## src/rtl/seq_booth_mul_if.sv

```systemverilog
// -----------------------------------------------------------------------------
// seq_booth_mul_if
// Request/response bundle between an initiator and the sequential Booth
// multiplier. The clock and reset stay outside the bundle as plain ports.
//
//   enable    : initiator -> multiplier, starts an operation and holds it
//   M, R      : initiator -> multiplier, signed fixed-point operands
//   mulResult : multiplier -> initiator, signed fixed-point product
//   finish    : multiplier -> initiator, mulResult valid for this request
//   busy      : multiplier -> initiator, Booth iteration in progress
// -----------------------------------------------------------------------------
interface seq_booth_mul_if #(
    parameter int N = 16
);
    logic                enable;
    logic signed [N-1:0] M;
    logic signed [N-1:0] R;
    logic signed [N-1:0] mulResult;
    logic                finish;
    logic                busy;

    modport master (
        output enable,
        output M,
        output R,
        input  mulResult,
        input  finish,
        input  busy
    );

    modport slave (
        input  enable,
        input  M,
        input  R,
        output mulResult,
        output finish,
        output busy
    );
endinterface

```

## src/rtl/seq_booth_mul.sv

```systemverilog
// -----------------------------------------------------------------------------
// seq_booth_mul
// Sequential radix-2 Booth multiplier for signed Q(N-FRAC).FRAC operands.
// One Booth step per clock; the product is rescaled by an arithmetic shift
// right of FRAC (floor) and returned as an N-bit fixed-point value.
//
// Ports:
//   clk    : clock, all state changes on the rising edge
//   reset  : synchronous active-high reset
//   bus    : seq_booth_mul_if.slave (enable, M, R, mulResult, finish, busy)
//
// Timing: the edge that samples enable in IDLE captures the operands; N
// Booth steps follow, and finish is first visible N+1 cycles after that edge.
//
// Build option: define SEQ_MUL_SAT_EN to clamp out-of-range products to the
// signed N-bit limits instead of wrapping.
// -----------------------------------------------------------------------------
module seq_booth_mul #(
    parameter int N    = 16,
    parameter int FRAC = 8
) (
    input  logic            clk,
    input  logic            reset,
    seq_booth_mul_if.slave  bus
);

    localparam int CW = $clog2(N + 1);

    typedef enum logic [1:0] {
        IDLE = 2'd0,
        RUN  = 2'd1,
        DONE = 2'd2
    } state_t;

    state_t              state;
    logic signed [N-1:0] mCap;
    // Accumulator layout: {A[N-1:0], Q[N-1:0], Qm1}
    logic [2*N:0]        acc;
    logic [CW-1:0]       cnt;
    logic signed [N-1:0] mulResult;
    logic                finish;
    logic                busy;

    logic signed [N:0]   aExt;
    logic signed [N:0]   mExt;
    logic signed [N:0]   sum;
    logic [2*N:0]        accNext;
    logic signed [N-1:0] resultFit;

`ifdef SEQ_MUL_SAT_EN
    // top holds product bits [2N-1:N+FRAC-1]; they must all equal the sign
    // bit for the rescaled value to fit in N bits.
    function automatic logic signed [N-1:0] fitResult(
        input logic [N-FRAC:0] top,
        input logic [N-1:0]    mid
    );
        if ((&top) || !(|top))
            return mid;
        else if (top[N-FRAC])
            return {1'b1, {(N-1){1'b0}}};
        else
            return {1'b0, {(N-1){1'b1}}};
    endfunction
`else
    function automatic logic signed [N-1:0] fitResult(
        input logic [N-1:0] mid
    );
        return mid;
    endfunction
`endif

    // The add/subtract is done one bit wider than A so that the most
    // negative multiplicand cannot overflow; the arithmetic shift right then
    // brings the sum back to N bits without losing the sign.
    always_comb begin
        aExt = {acc[2*N], acc[2*N:N+1]};
        mExt = {mCap[N-1], mCap};
        sum  = aExt;
        case (acc[1:0])
            2'b01:   sum = aExt + mExt;
            2'b10:   sum = aExt - mExt;
            default: sum = aExt;
        endcase
        accNext = {sum, acc[N:1]};
    end

    // Product bit i lives at acc[i+1]; select bits [N+FRAC-1:FRAC].
`ifdef SEQ_MUL_SAT_EN
    assign resultFit = fitResult(acc[2*N:N+FRAC], acc[N+FRAC:FRAC+1]);
`else
    assign resultFit = fitResult(acc[N+FRAC:FRAC+1]);
`endif

    always_ff @(posedge clk) begin
        if (reset) begin
            state     <= IDLE;
            finish    <= 1'b0;
            busy      <= 1'b0;
            mulResult <= '0;
            acc       <= '0;
            cnt       <= '0;
        end else begin
            case (state)
                IDLE: begin
                    if (bus.enable) begin
                        mCap  <= bus.M;
                        acc   <= {{N{1'b0}}, bus.R, 1'b0};
                        cnt   <= '0;
                        busy  <= 1'b1;
                        state <= RUN;
                    end
                end
                RUN: begin
                    if (!bus.enable) begin
                        busy  <= 1'b0;
                        state <= IDLE;
                    end else if (cnt == CW'(N)) begin
                        mulResult <= resultFit;
                        finish    <= 1'b1;
                        busy      <= 1'b0;
                        state     <= DONE;
                    end else begin
                        acc <= accNext;
                        cnt <= cnt + 1'b1;
                    end
                end
                DONE: begin
                    // Holding enable keeps the result up; no restart from here.
                    if (!bus.enable) begin
                        finish <= 1'b0;
                        state  <= IDLE;
                    end
                end
                default: begin
                    finish <= 1'b0;
                    busy   <= 1'b0;
                    state  <= IDLE;
                end
            endcase
        end
    end

    assign bus.mulResult = mulResult;
    assign bus.finish    = finish;
    assign bus.busy      = busy;

endmodule

```

## src/flat_wrapper.sv

```systemverilog
// flat-port wrapper written by rule: the top's interface ports become plain ports
module seq_booth_mul_flat 
#(
    parameter int N    = 16,
    parameter int FRAC = 8
)
  (clk, reset, bus_enable, bus_M, bus_R, bus_mulResult, bus_finish, bus_busy);
  seq_booth_mul_if #(.N(N)) bus_i ();
  input  logic clk;
  input  logic reset;
  input wire logic [$bits(bus_i.enable)-1:0] bus_enable;
  input wire logic [$bits(bus_i.M)-1:0] bus_M;
  input wire logic [$bits(bus_i.R)-1:0] bus_R;
  output wire logic [$bits(bus_i.mulResult)-1:0] bus_mulResult;
  output wire logic [$bits(bus_i.finish)-1:0] bus_finish;
  output wire logic [$bits(bus_i.busy)-1:0] bus_busy;
  assign bus_i.enable = bus_enable;
  assign bus_i.M = bus_M;
  assign bus_i.R = bus_R;
  assign bus_mulResult = bus_i.mulResult;
  assign bus_finish = bus_i.finish;
  assign bus_busy = bus_i.busy;
  seq_booth_mul #(.N(N), .FRAC(FRAC)) u_core (.clk(clk), .reset(reset), .bus(bus_i));
endmodule
```

## config.mk

```make
export PLATFORM = sky130hd
export DESIGN_NAME = seq_booth_mul_flat
export DESIGN_NICKNAME = d
export VERILOG_FILES = /design/src/rtl/seq_booth_mul_if.sv /design/src/rtl/seq_booth_mul.sv /design/src/flat_wrapper.sv
export SDC_FILE = /design/constraint.sdc
export NUM_CORES = 1
export LEC_CHECK = 0
export BUFFER_PORTS_ARGS = -buffer_cell sky130_fd_sc_hd__buf_4
export CORE_MARGIN = 10
export CORE_UTILIZATION = 58
export CTS_CLUSTER_DIAMETER = 100
export DETAILED_ROUTE_END_ITERATION = 8
export PLACE_DENSITY_LB_ADDON = 0.05
export SLEW_MARGIN = 5
export SYNTH_ARGS = -nofsm -noshare
export SYNTH_HDL_FRONTEND = slang
export SYNTH_SLANG_ARGS = --single-unit
```

## constraint.sdc

```tcl
create_clock -name clk -period 3.9 [get_ports clk]
set_input_delay 0 -clock clk [delete_from_list [all_inputs] [get_ports clk]]
set_output_delay 0 -clock clk [all_outputs]
set_load 0.1 [all_outputs]
```

==> results of run 1 <==
## Yosys cell counts (all sizes together) (2+ instances only)
library cell,number
nand2,87
dfxtp,58
nor2,49
a21oi,43
xnor2,23
clkbuf,21
ha,21
inv,19
a311oi,17
edfxtp,16
o21ai,16
a32oi,9
nor3,9
buf,7
a22oi,6
nand2b,6
o22ai,6
xor2,6
a21o,5
a31oi,5
nand3,5
nand4,5
and2,4
nor3b,3
or3,3
a211oi,2
and3,2
o211ai,2
o21bai,2
o311ai,2
## metrics by stage
stage / cells / hold WS [ns]
floorplan: 474 / 0.0989
global placement: 585 / 0.178
detailed placement: 585 / 0.179
CTS: 634 / 0.123
global route: 634 / 0.156
finish: 634 / 0.129
## per-layer routing
layer | global-route usage [%] | wire, um | share of wire (%) | vias up
li1 | - | - | - | 1824
met1 | 21.7 | 4080 | 43 | 1673
met2 | 31.5 | 4740 | 50 | 107
met3 | 5.91 | 620 | 6.5 | 11
met4 | 5.88 | 109 | 1.1 | 0
met5 | 0 | 0 | 0 | -
## final cells by class
type                            instances  area (um^2)  area share (%)
Timing Repair Buffer                   92          773            15.5
Inverter                               19         71.3            1.43
Multi-Input combinational cell        353         2190            44.0
Tap cell                               80          100            2.01
Clock buffer                           11          153            3.06
Clock inverter                          5         58.8            1.18
Sequential cell                        74         1640            32.9
## power groups by stage
| stage | clock network, mW | logic [mW] | registers (mW) |
|---|---|---|---|
| after floorplan | 0 | 0.169 | 0.843 |
| after global placement | 0 | 0.227 | 0.841 |
| final | 0.626 | 0.262 | 0.825 |
| after detailed placement | 0 | 0.232 | 0.842 |
| after CTS | 0.645 | 0.260 | 0.825 |
| after global routing | 0.684 | 0.291 | 0.828 |
## logic make-up after synthesis
family,Yosys count
AO/OA/AOI/OAI,122
adder cells (fa/ha/maj),22
multiplexers,1
flip-flops,74
buffers and inverters,47
XOR/XNOR,29
AND/OR/NAND/NOR,179
## flip-flops by register name, summed over array words and instances, names as in the netlist
register / flops
u_core.cnt: 5
u_core.acc: 33
u_core.bus.mulResult: 16
u_core.bus.busy: 1
u_core.mCap: 16
u_core.bus.finish: 1
u_core.state: 2
## timing repair
item                                    in CTS  in global routing
hold buffers                                33                  0
endpoints found under the setup margin       0                  0
endpoints found under the hold margin       34                  0
## how the worst max path moves through the flow
stage                                 to  cells after the start  slack, ns      startpoint
after detailed placement  u_core.acc[32]                     13       0.36  u_core.mCap[4]
final                     u_core.acc[32]                     14       0.29  u_core.mCap[0]
after floorplan           u_core.acc[32]                     13       0.59  u_core.mCap[4]
after global placement    u_core.acc[32]                     13       0.47  u_core.mCap[4]
after CTS                 u_core.acc[32]                     14       0.33  u_core.mCap[0]
after global routing      u_core.acc[32]                     14       0.06  u_core.mCap[0]
==> qor.tcl, run 1 <==
set qor(outcome) {finished clean}
set qor(rr_worst_depth) 14
set qor(largest_family_of_logic_cells_by_synthesized_area) {compound AO/OA/AOI/OAI gates}
set qor(clock_path_buffers) 2
set qor(worstHoldPathCells) 2
set qor(grt_pass1_vias) 3468
set qor(largest_net_degree_at_the_start_of_global_routing) 59
set qor(cts.sink_count) 74
set qor(warning_count_from_the_yosys_run) 0
set qor(detail_route.iter0.violations) 201
set qor(fmax_ghz) 0.277
set qor(critical-path-top-delay-family) {simple AND/OR/NAND/NOR gates}
set qor(tritoncts_buffer_count) 9
set qor(slowest_delay_ns) 0.50
set qor(floorplan.die_area_mm2) 0.0107
set qor(gr-total-overflow) 0
set qor(worstPathCellList) {inv_1, ha_1, or4b_1, nor2_2, nor2_1, xnor2_1, ha_1, nand4_2, a2111oi_2, o311ai_2, a21oi_1, o21ai_0, and2_4, o211ai_2}
set qor(power.share.sequential_pct) 48.2
set qor(gpl.final_weighted_congestion) 0.958
set qor(min-delay-path-class) {in -> reg}
set qor(routed_wire_length_per_instance_um) 15.1
set qor(ir_worst_vdd_v) 0.000282
set qor(synth_top_cell_by_area) {sky130_fd_sc_hd__dfxtp_1}
set qor(post_synth_inst_count) 474
set qor(place_hpwl_mm) 6.50
set qor(netlist-cell-type-count) 57
set qor(drc_errors) 0
set qor(post_synthesis_average_cell_area_um2) 8.48
set qor(firstDrtPassIters) 5
set qor(basic_gate_share_of_the_synthesized_area_counting_and_or_nand_and_nor_cells_pct) 19.9
set qor(synth_seq_cells) 74
set qor(post_synth_instance_area_mm2) 0.00402
set qor(switching_power_uw) 450
set qor(worstMarginPinSlew_ns) 1.18
set qor(number_of_synthesized_flops_with_an_enable_pin) 16
set qor(layout_setup_ws_ns) 0.294
set qor(htree_levels) 3
set qor(mappedNetlistNets) 531
set qor(port_buffers) 52
set qor(fin_util_pct) 73.9
set qor(timing_worst_setup_path_type) {reg -> reg}
set qor(sw_frac_of_total_pct) 26.3
set qor(dieWidth_um) 103
set qor(timing.final.setup_violations) 0
set qor(critPathSlowestCell) {sky130_fd_sc_hd__edfxtp_1}
set qor(ys_top_cells_by_area) {sky130_fd_sc_hd__dfxtp_1, sky130_fd_sc_hd__edfxtp_1, sky130_fd_sc_hd__nand2_1, sky130_fd_sc_hd__ha_1, sky130_fd_sc_hd__a21oi_1}
set qor(synthAdderAreaFrac_pct) 7.03
set qor(fill_cell_total_of_the_finished_layout) 511
set qor(total_power_mw) 1.71
set qor(fin_crit_sh_pct) 92.5
set qor(setup_total_negative_slack_ns) 0
set qor(power_per_cell_area_mw_per_mm2) 343
set qor(synthMuxAreaShare_pct) 0.280
set qor(p_comb_share_pct) 15.3
set qor(crit-reg2reg-launch) {u_core.mCap[0]}
set qor(number_of_antenna_violations_at_the_first_check_in_global_routing) 0
set qor(layout.cell_area.non_filler_mm2) 0.00499
set qor(period_needed_ns) 3.61
set qor(hold_start) {reset}
set qor(worst_skew_pair.late_latency_ns) 0.34
set qor(worst_slack_placed_ns) 0.361
set qor(timing.critical_path.fanout_max) 6
set qor(share_clk_of_total_power_pct) 36.5
set qor(coreArea_mm2) 0.00676
set qor(seq_area_frac_synth_pct) 40.8
set qor(n_antenna_cell) 0
set qor(num_rows) 30
set qor(grt_pass1_wl_mm) 16.0
set qor(finalMaxSlewViolations) 0
set qor(initial_core_util_pct) 59.5
set qor(arrival_ns) 3.88
set qor(yosys_most_used_dff) {sky130_fd_sc_hd__dfxtp_1}
set qor(rr_endpoint) {u_core.acc[32]}
set qor(synth_xor_xnor_area_share_pct) 6.32
set qor(totalWireLength_mm) 9.55
set qor(synth-compound-area-share_pct) 20.8
set qor(timing.critical_path.required_ns) 4.17
set qor(slew_headroom_pct) 21.1
set qor(drv.max_cap_violation_count) 0
set qor(drt.antenna.violating_nets) 0
set qor(cts.reportedPaths.clkPinSlew_ns) 0.08
set qor(die_h_um) 103
set qor(clk_root_buffer_cell) {sky130_fd_sc_hd__clkbuf_8}
set qor(synth_top_area_share_pct) 28.9
set qor(cp-end-kind) {register}
set qor(worst-r2r-setup-slack_ns) 0.29
set qor(crit_top_cell) {sky130_fd_sc_hd__ha_1}
set qor(grt_setup_unrepaired) {false}
set qor(num-nets-final) 606
set qor(gr-usage-all-layers_pct) 18.6
set qor(layout-area-overhead-vs-synth_pct) 24.2
set qor(vias) 3615
set qor(terminating_pin_of_the_worst_hold_path) {u_core.bus.finish}
set qor(power.leakage_nw) 1.98
set qor(drt-vias-per-instance) 5.70
set qor(mostFrequentLayoutCells) {sky130_fd_sc_hd__nand2_1, sky130_fd_sc_hd__buf_4, sky130_fd_sc_hd__dfxtp_1}
set qor(layout-drive-gt1-share_pct) 16.2
set qor(cts_post_setup_buffers_inserted) 0
set qor(async_reset_ff_share_pct) 0
set qor(internal_power_mw) 1.26
set qor(crit_path_start_kind) {register}
set qor(worstPathBufferInverterCount) 1
set qor(ctsResizeCount) 0
set qor(placedInstanceArea_mm2) 0.00445
set qor(floorplan.io_pins) 53
set qor(cts_tree) {built}
set qor(clock-skew-final_ns) 0.00966
set qor(finalHoldViolations) 0
set qor(final_common_cell) {sky130_fd_sc_hd__nand2_1}
Power figures use the tool's default switching activity.
==> inputs of run 2 (changes only) <==
CORE_ASPECT_RATIO = 1.25   (was unset)
==> qor.tcl, run 2 (synthesis results as in run 1) <==
set qor(vias) 3589 ;# -0.72%
set qor(firstDrtPassIters) 5 ;# unchanged
set qor(seq_area_mm2) 0.00164 ;# unchanged
set qor(cts_post_setup_buffers_inserted) 0 ;# unchanged
set qor(port_buffers) 52 ;# unchanged
set qor(cts.reportedPaths.clkPinSlew_ns) 0.08 ;# about the same
set qor(drv.max_cap_violation_count) 0 ;# unchanged
set qor(grt_pass1_vias) 3432 ;# -1.0%
set qor(power_per_cell_area_mw_per_mm2) 350 ;# +2.0%
set qor(dieWidth_um) 94.5 ;# -8.5%
set qor(fill_cell_total_of_the_finished_layout) 490 ;# -4.1%
set qor(routed_wire_length_per_instance_um) 14.6 ;# -3.1%
set qor(multi_input_area_mm2) 0.00219 ;# unchanged
set qor(slew_headroom_pct) 20.1 ;# -1.0 points
set qor(flip_flop_count_of_the_largest_register_all_copies_and_words_added) 33 ;# unchanged
set qor(clk_root_buffer_cell) {sky130_fd_sc_hd__clkbuf_8}
set qor(clock_path_buffers) 2 ;# unchanged
set qor(cts.sink_count) 74 ;# unchanged
set qor(gr-usage-all-layers_pct) 17.5 ;# -1.0 points
set qor(outcome) {finished clean}
set qor(cp-end-kind) {register}
set qor(worst_slack_placed_ns) 0.354 ;# -0.00708 ns
set qor(drt-vias-per-instance) 5.61 ;# -1.6%
set qor(floorplan.die_area_mm2) 0.0107 ;# +0.19%
set qor(layout-drive-gt1-share_pct) 16.3 ;# +0.029 points
set qor(stdcell_count) 640 ;# +0.95%
set qor(fin_crit_sh_pct) 91.3 ;# -1.2 points
set qor(initial_core_util_pct) 60.5 ;# +0.97 points
set qor(placed_cells_incl_taps) 591 ;# +1.0%
set qor(grt_setup_unrepaired) {false}
set qor(layout-area-overhead-vs-synth_pct) 24.6
set qor(place_hpwl_mm) 6.43 ;# -1.1%
set qor(clock-skew-final_ns) 0.00656 ;# -0.00310 ns
set qor(gr-total-overflow) 0 ;# unchanged
set qor(crit_path_start_kind) {register}
set qor(min-delay-path-class) {in -> reg}
set qor(final_common_cell) {sky130_fd_sc_hd__nand2_1}
set qor(ctsResizeCount) 0 ;# unchanged
set qor(gpl.final_weighted_congestion) 0.888 ;# -7.3%
set qor(timing.critical_path.fanout_max) 6 ;# unchanged
set qor(num_rows) 33 ;# +10%
set qor(timing_worst_setup_path_type) {reg -> reg}
set qor(grt_pass1_wl_mm) 15.6 ;# -2.4%
set qor(drt.antenna.violating_nets) 0 ;# unchanged
set qor(largest_registers) {u_core.acc: 33 flops, u_core.bus.mulResult: 16 flops, u_core.mCap: 16 flops}
set qor(hold_buffers) 33 ;# unchanged
set qor(floorplan.io_pins) 53 ;# unchanged
set qor(drc_errors) 0 ;# unchanged
set qor(timing.critical_path.required_ns) 4.19 ;# +0.02 ns
set qor(n_antenna_cell) 0 ;# unchanged
set qor(die_h_um) 113 ;# +9.5%
set qor(registers.top_by_ff_count) {u_core.acc}
set qor(worst_skew_pair.late_latency_ns) 0.35 ;# about the same
set qor(number_of_antenna_violations_at_the_first_check_in_global_routing) 0 ;# unchanged
set qor(arrival_ns) 3.85 ;# -0.03 ns
set qor(period_needed_ns) 3.56 ;# -0.0455 ns
set qor(timing.final.setup_violations) 0 ;# unchanged
set qor(largest_net_degree_at_the_start_of_global_routing) 59 ;# unchanged
set qor(htree_levels) 3 ;# unchanged
set qor(fmax_ghz) 0.281 ;# +1.3%
set qor(power.leakage_nw) 1.98 ;# +0.13%
set qor(finalMaxSlewViolations) 0 ;# unchanged
set qor(coreArea_mm2) 0.00665 ;# -1.6%
set qor(cts_tree) {built}
set qor(worstMarginPinSlew_ns) 1.19 ;# +0.0149 ns
set qor(totalWireLength_mm) 9.34 ;# -2.2%
set qor(ir_worst_vdd_v) 0.000253 ;# -10%
set qor(tritoncts_buffer_count) 9 ;# unchanged
set qor(detail_route.iter0.violations) 222 ;# +10%
set qor(layout_setup_ws_ns) 0.339 ;# +0.0455 ns
set qor(mostFrequentLayoutCells) {sky130_fd_sc_hd__nand2_1, sky130_fd_sc_hd__buf_4, sky130_fd_sc_hd__dfxtp_1}
set qor(setup_total_negative_slack_ns) 0 ;# unchanged
set qor(num-nets-final) 605 ;# -0.17%
set qor(finalHoldViolations) 0 ;# unchanged
-- run 2: metrics by stage --
step | total power [mW] | area, um^2 | hold WS, ns | utilization (%)
after floorplan | 1.01 | 4020 | 0.0989 | -
after global placement | 1.07 | 4450 | 0.178 | 67.0
after detailed placement | 1.07 | 4450 | 0.180 | 67.0
after CTS | 1.76 | 5010 | 0.128 | 75.4
after global routing | 1.83 | 5010 | 0.165 | 75.4
final | 1.76 | 5010 | 0.116 | 75.4
-- run 2: worst paths after layout --
| check | startpoint | end | slack (ns) | cells past startpoint |
|---|---|---|---|---|
| worst max-delay path | u_core.mCap[4] | u_core.acc[32] | 0.34 | 13 |
| worst max register to register | u_core.mCap[4] | u_core.acc[32] | 0.34 | 13 |
| worst min-delay path | reset | u_core.cnt[1] | 0.12 | 2 |
| worst min register to register | u_core.bus.mulResult[3] | u_core.bus.mulResult[3] | 0.46 | 2 |
-- run 2: routing by layer --
layer | vias up | share of wire [%] | global-route usage, %
li1 | 1823 | - | -
met5 | - | 0 | 0
met4 | 0 | 1.4 | 6.30
met2 | 105 | 49 | 29.0
met1 | 1646 | 43 | 20.8
met3 | 15 | 6.3 | 5.29
-- run 2: critical path: stages, from the launching register on --
cell and delay, ns:
sky130_fd_sc_hd__edfxtp_1 0.42, sky130_fd_sc_hd__or3_1 0.46, sky130_fd_sc_hd__or3_1 0.36, sky130_fd_sc_hd__nor4_2 0.23
sky130_fd_sc_hd__a21oi_1 0.13, sky130_fd_sc_hd__xnor2_1 0.14, sky130_fd_sc_hd__ha_1 0.39, sky130_fd_sc_hd__nand4_2 0.14
sky130_fd_sc_hd__a2111oi_2 0.40, sky130_fd_sc_hd__o311ai_2 0.19, sky130_fd_sc_hd__a21oi_1 0.21, sky130_fd_sc_hd__o21ai_0 0.12
sky130_fd_sc_hd__and2_4 0.17, sky130_fd_sc_hd__o211ai_2 0.13
-- run 2: final cells by class --
class                           instances  share of cell area [%]
Sequential cell                        74                    32.8
Clock buffer                           11                    3.25
Inverter                               19                    1.42
Tap cell                               87                    2.17
Timing Repair Buffer                   91                    15.3
Multi-Input combinational cell        353                    43.8
Clock inverter                          5                    1.30
-- run 2: where the power goes --
part | total (mW) | switching, mW | internal [mW] | leakage [nW]
registers | 0.825 | 0.0195 | 0.806 | 0.620
logic | 0.261 | 0.140 | 0.120 | 1.25
clock network | 0.669 | 0.309 | 0.360 | 0.116
==> inputs of run 3 (changes only) <==
--- a/config.mk
+++ b/config.mk
@@ -7,2 +7,3 @@
 export LEC_CHECK = 0
+export ABC_CLOCK_PERIOD_IN_PS = 3900
 export BUFFER_PORTS_ARGS = -buffer_cell sky130_fd_sc_hd__buf_4
@@ -13,3 +14,3 @@
 export DETAILED_ROUTE_END_ITERATION = 8
-export PLACE_DENSITY_LB_ADDON = 0.05
+export PLACE_DENSITY = 0.88
 export SLEW_MARGIN = 5
--- a/constraint.sdc
+++ b/constraint.sdc
@@ -3,2 +3,2 @@
 set_output_delay 0 -clock clk [all_outputs]
-set_load 0.1 [all_outputs]
+set_load 0.005 [all_outputs]
==> qor.tcl, run 3 (synthesis results as in run 1) <==
set qor(outcome) {finished clean}
set qor(clk_root_buffer_cell) {sky130_fd_sc_hd__clkbuf_8}
set qor(fmax_ghz) 0.279 ;# -0.70%
set qor(layout-area-overhead-vs-synth_pct) 25.9
set qor(setup_total_negative_slack_ns) 0 ;# unchanged
set qor(worst_hold_slack_ns) 0.132 ;# +0.0159 ns
set qor(totalWireLength_mm) 10.2 ;# +9.2%
set qor(timing_worst_setup_path_type) {reg -> reg}
set qor(worstMarginPinSlew_ns) 1.17 ;# -0.0226 ns
set qor(timing.final.setup_violations) 0 ;# unchanged
set qor(worst-r2r-setup-slack_ns) 0.31 ;# -0.03 ns
set qor(num-nets-final) 605 ;# unchanged
set qor(port_buffers) 52 ;# unchanged
set qor(largest_registers) {u_core.acc: 33 flops, u_core.bus.mulResult: 16 flops, u_core.mCap: 16 flops}
set qor(gr-total-overflow) 0 ;# unchanged
set qor(clock_path_buffers) 2 ;# unchanged
set qor(finalHoldViolations) 0 ;# unchanged
set qor(final_common_cell) {sky130_fd_sc_hd__nand2_1}
set qor(min-delay-path-class) {in -> reg}
set qor(layout-drive-gt1-share_pct) 16.3 ;# unchanged
set qor(crit_path_start_kind) {register}
set qor(vias) 3695 ;# +3.0%
set qor(crit-reg2reg-launch) {u_core.mCap[0]}
set qor(cts_post_setup_buffers_inserted) 0 ;# unchanged
set qor(terminating_pin_of_the_worst_hold_path) {u_core.bus.finish}
set qor(flip_flop_count_of_the_largest_register_all_copies_and_words_added) 33 ;# unchanged
set qor(largest_net_degree_at_the_start_of_global_routing) 59 ;# unchanged
set qor(ir_worst_vdd_v) 0.000265 ;# +4.6%
set qor(period_needed_ns) 3.59 ;# +0.0253 ns
set qor(die_h_um) 113 ;# unchanged
set qor(grt_setup_unrepaired) {false}
set qor(placed_cells_incl_taps) 591 ;# unchanged
set qor(number_of_antenna_violations_at_the_first_check_in_global_routing) 0 ;# unchanged
set qor(slew_headroom_pct) 21.6 ;# +1.5 points
set qor(worstHoldPathCells) 2 ;# unchanged
set qor(cp-end-kind) {register}
set qor(detail_route.iter0.violations) 237 ;# +6.8%
set qor(drv.max_cap_violation_count) 0 ;# unchanged
set qor(fin_crit_sh_pct) 92.0 ;# +0.65 points
set qor(drc_errors) 0 ;# unchanged
set qor(arrival_ns) 3.86 ;# about the same
set qor(placedInstanceArea_mm2) 0.00445 ;# unchanged
set qor(cts.sink_count) 74 ;# unchanged
set qor(routed_wire_length_per_instance_um) 15.9 ;# +9.2%
set qor(finalMaxSlewViolations) 0 ;# unchanged
set qor(seq_area_mm2) 0.00164 ;# unchanged
set qor(grt_pass1_wl_mm) 16.9 ;# +8.1%
set qor(clock-skew-final_ns) 0.0122 ;# +0.00565 ns
set qor(power_per_cell_area_mw_per_mm2) 364 ;# +3.8%
set qor(initial_core_util_pct) 60.5 ;# unchanged
set qor(mostFrequentLayoutCells) {sky130_fd_sc_hd__nand2_1, sky130_fd_sc_hd__buf_4, sky130_fd_sc_hd__dfxtp_1}
set qor(drt-vias-per-instance) 5.77 ;# +3.0%
set qor(cts.reportedPaths.clkPinSlew_ns) 0.08 ;# about the same
set qor(htree_levels) 3 ;# unchanged
set qor(cts_tree) {built}
set qor(stdcell_count) 640 ;# unchanged
set qor(gr-usage-all-layers_pct) 19.1 ;# +1.5 points
set qor(floorplan.die_area_mm2) 0.0107 ;# unchanged
set qor(num_rows) 33 ;# unchanged
set qor(multi_input_area_mm2) 0.00221 ;# +0.57%
set qor(hold_start) {reset}
set qor(fill_cell_total_of_the_finished_layout) 445 ;# -9.2%
set qor(n_antenna_cell) 0 ;# unchanged
set qor(drt.antenna.violating_nets) 0 ;# unchanged
set qor(rr_worst_depth) 14 ;# +1
set qor(gpl.final_weighted_congestion) 0.977 ;# +10%
set qor(power.leakage_nw) 2.00 ;# +0.86%
set qor(floorplan.io_pins) 53 ;# unchanged
set qor(worst_skew_pair.late_latency_ns) 0.35 ;# about the same
set qor(coreArea_mm2) 0.00665 ;# unchanged
set qor(tritoncts_buffer_count) 9 ;# unchanged
set qor(rr_endpoint) {u_core.acc[32]}
set qor(grt_pass1_vias) 3623 ;# +5.6%
set qor(registers.top_by_ff_count) {u_core.acc}
set qor(dieWidth_um) 94.5 ;# unchanged
set qor(timing.critical_path.fanout_max) 6 ;# unchanged
set qor(place_hpwl_mm) 6.58 ;# +2.3%
set qor(firstDrtPassIters) 5 ;# unchanged
set qor(timing.critical_path.required_ns) 4.18 ;# about the same
set qor(layout.cell_area.non_filler_mm2) 0.00506 ;# +1.0%
-- run 3: cell types whose count changed in the layout (fill, tap and decap cells not counted), sizes merged --
| cell | previous run | this run |
|---|---|---|
| clkinv | 1 | 2 |
| inv | 22 | 19 |
| bufinv | 1 | 2 |
| clkbuf | 11 | 12 |
-- run 3: what timing repair did --
item | CTS | global route
endpoints found under the hold margin | 34 | 0
setup endpoints to repair | 0 | 1
resized for setup | 0 | 1
hold buffers | 33 | 0
-- run 3: metal layers --
layer	GRT usage, %	vias up	routed length [um]
met2	34.2	134	5230
met5	0	-	0
met4	7.20	0	241
met1	21.0	1708	4110
li1	-	1826	-
met3	4.37	27	622
-- run 3: worst max path at each step --
| stage | startpoint | end | slack (ns) |
|---|---|---|---|
| global route | u_core.mCap[1] | u_core.acc[32] | 0.1 |
| CTS | u_core.mCap[4] | u_core.acc[32] | 0.28 |
| floorplan | u_core.mCap[4] | u_core.acc[32] | 0.59 |
| detailed placement | u_core.mCap[4] | u_core.acc[32] | 0.31 |
| finish | u_core.mCap[0] | u_core.acc[32] | 0.31 |
| global placement | u_core.mCap[4] | u_core.acc[32] | 0.49 |
-- run 3: stage by stage --
stage / setup slack (ns) / total power, mW / util, %
2_1_floorplan: 0.587 / 1.01 / -
3_3_place_gp: 0.486 / 1.06 / 67.0
3_5_place_dp: 0.305 / 1.07 / 67.0
4_1_cts: 0.277 / 1.83 / 75.9
5_1_grt: 0.0955 / 1.90 / 76.1
6_report: 0.314 / 1.84 / 76.1
-- run 3: cell type report --
class | count | area share (%)
clock buffers | 12 | 3.71
multi-input cells | 353 | 43.6
flip-flops and latches | 74 | 32.4
repair buffers | 91 | 15.1
clock inverters | 4 | 1.53
inverters | 19 | 1.41
well taps | 87 | 2.15
-- run 3: where the power goes --
part / switching (mW) / internal [mW]
combinational: 0.141 / 0.121
sequential: 0.0202 / 0.806
clock: 0.294 / 0.458
-- run 3: worst max-delay path, cell delays in order (launching register included) --
cell and delay (ns):
sky130_fd_sc_hd__edfxtp_1 0.49, sky130_fd_sc_hd__inv_1 0.10, sky130_fd_sc_hd__ha_1 0.21, sky130_fd_sc_hd__or4b_1 0.51
sky130_fd_sc_hd__nor2_2 0.21, sky130_fd_sc_hd__nor2_1 0.08, sky130_fd_sc_hd__xnor2_1 0.12, sky130_fd_sc_hd__ha_1 0.40
sky130_fd_sc_hd__nand4_2 0.19, sky130_fd_sc_hd__a2111oi_4 0.37, sky130_fd_sc_hd__o311ai_2 0.18, sky130_fd_sc_hd__a21oi_1 0.20
sky130_fd_sc_hd__o21ai_0 0.13, sky130_fd_sc_hd__and2_4 0.19, sky130_fd_sc_hd__o211ai_2 0.14
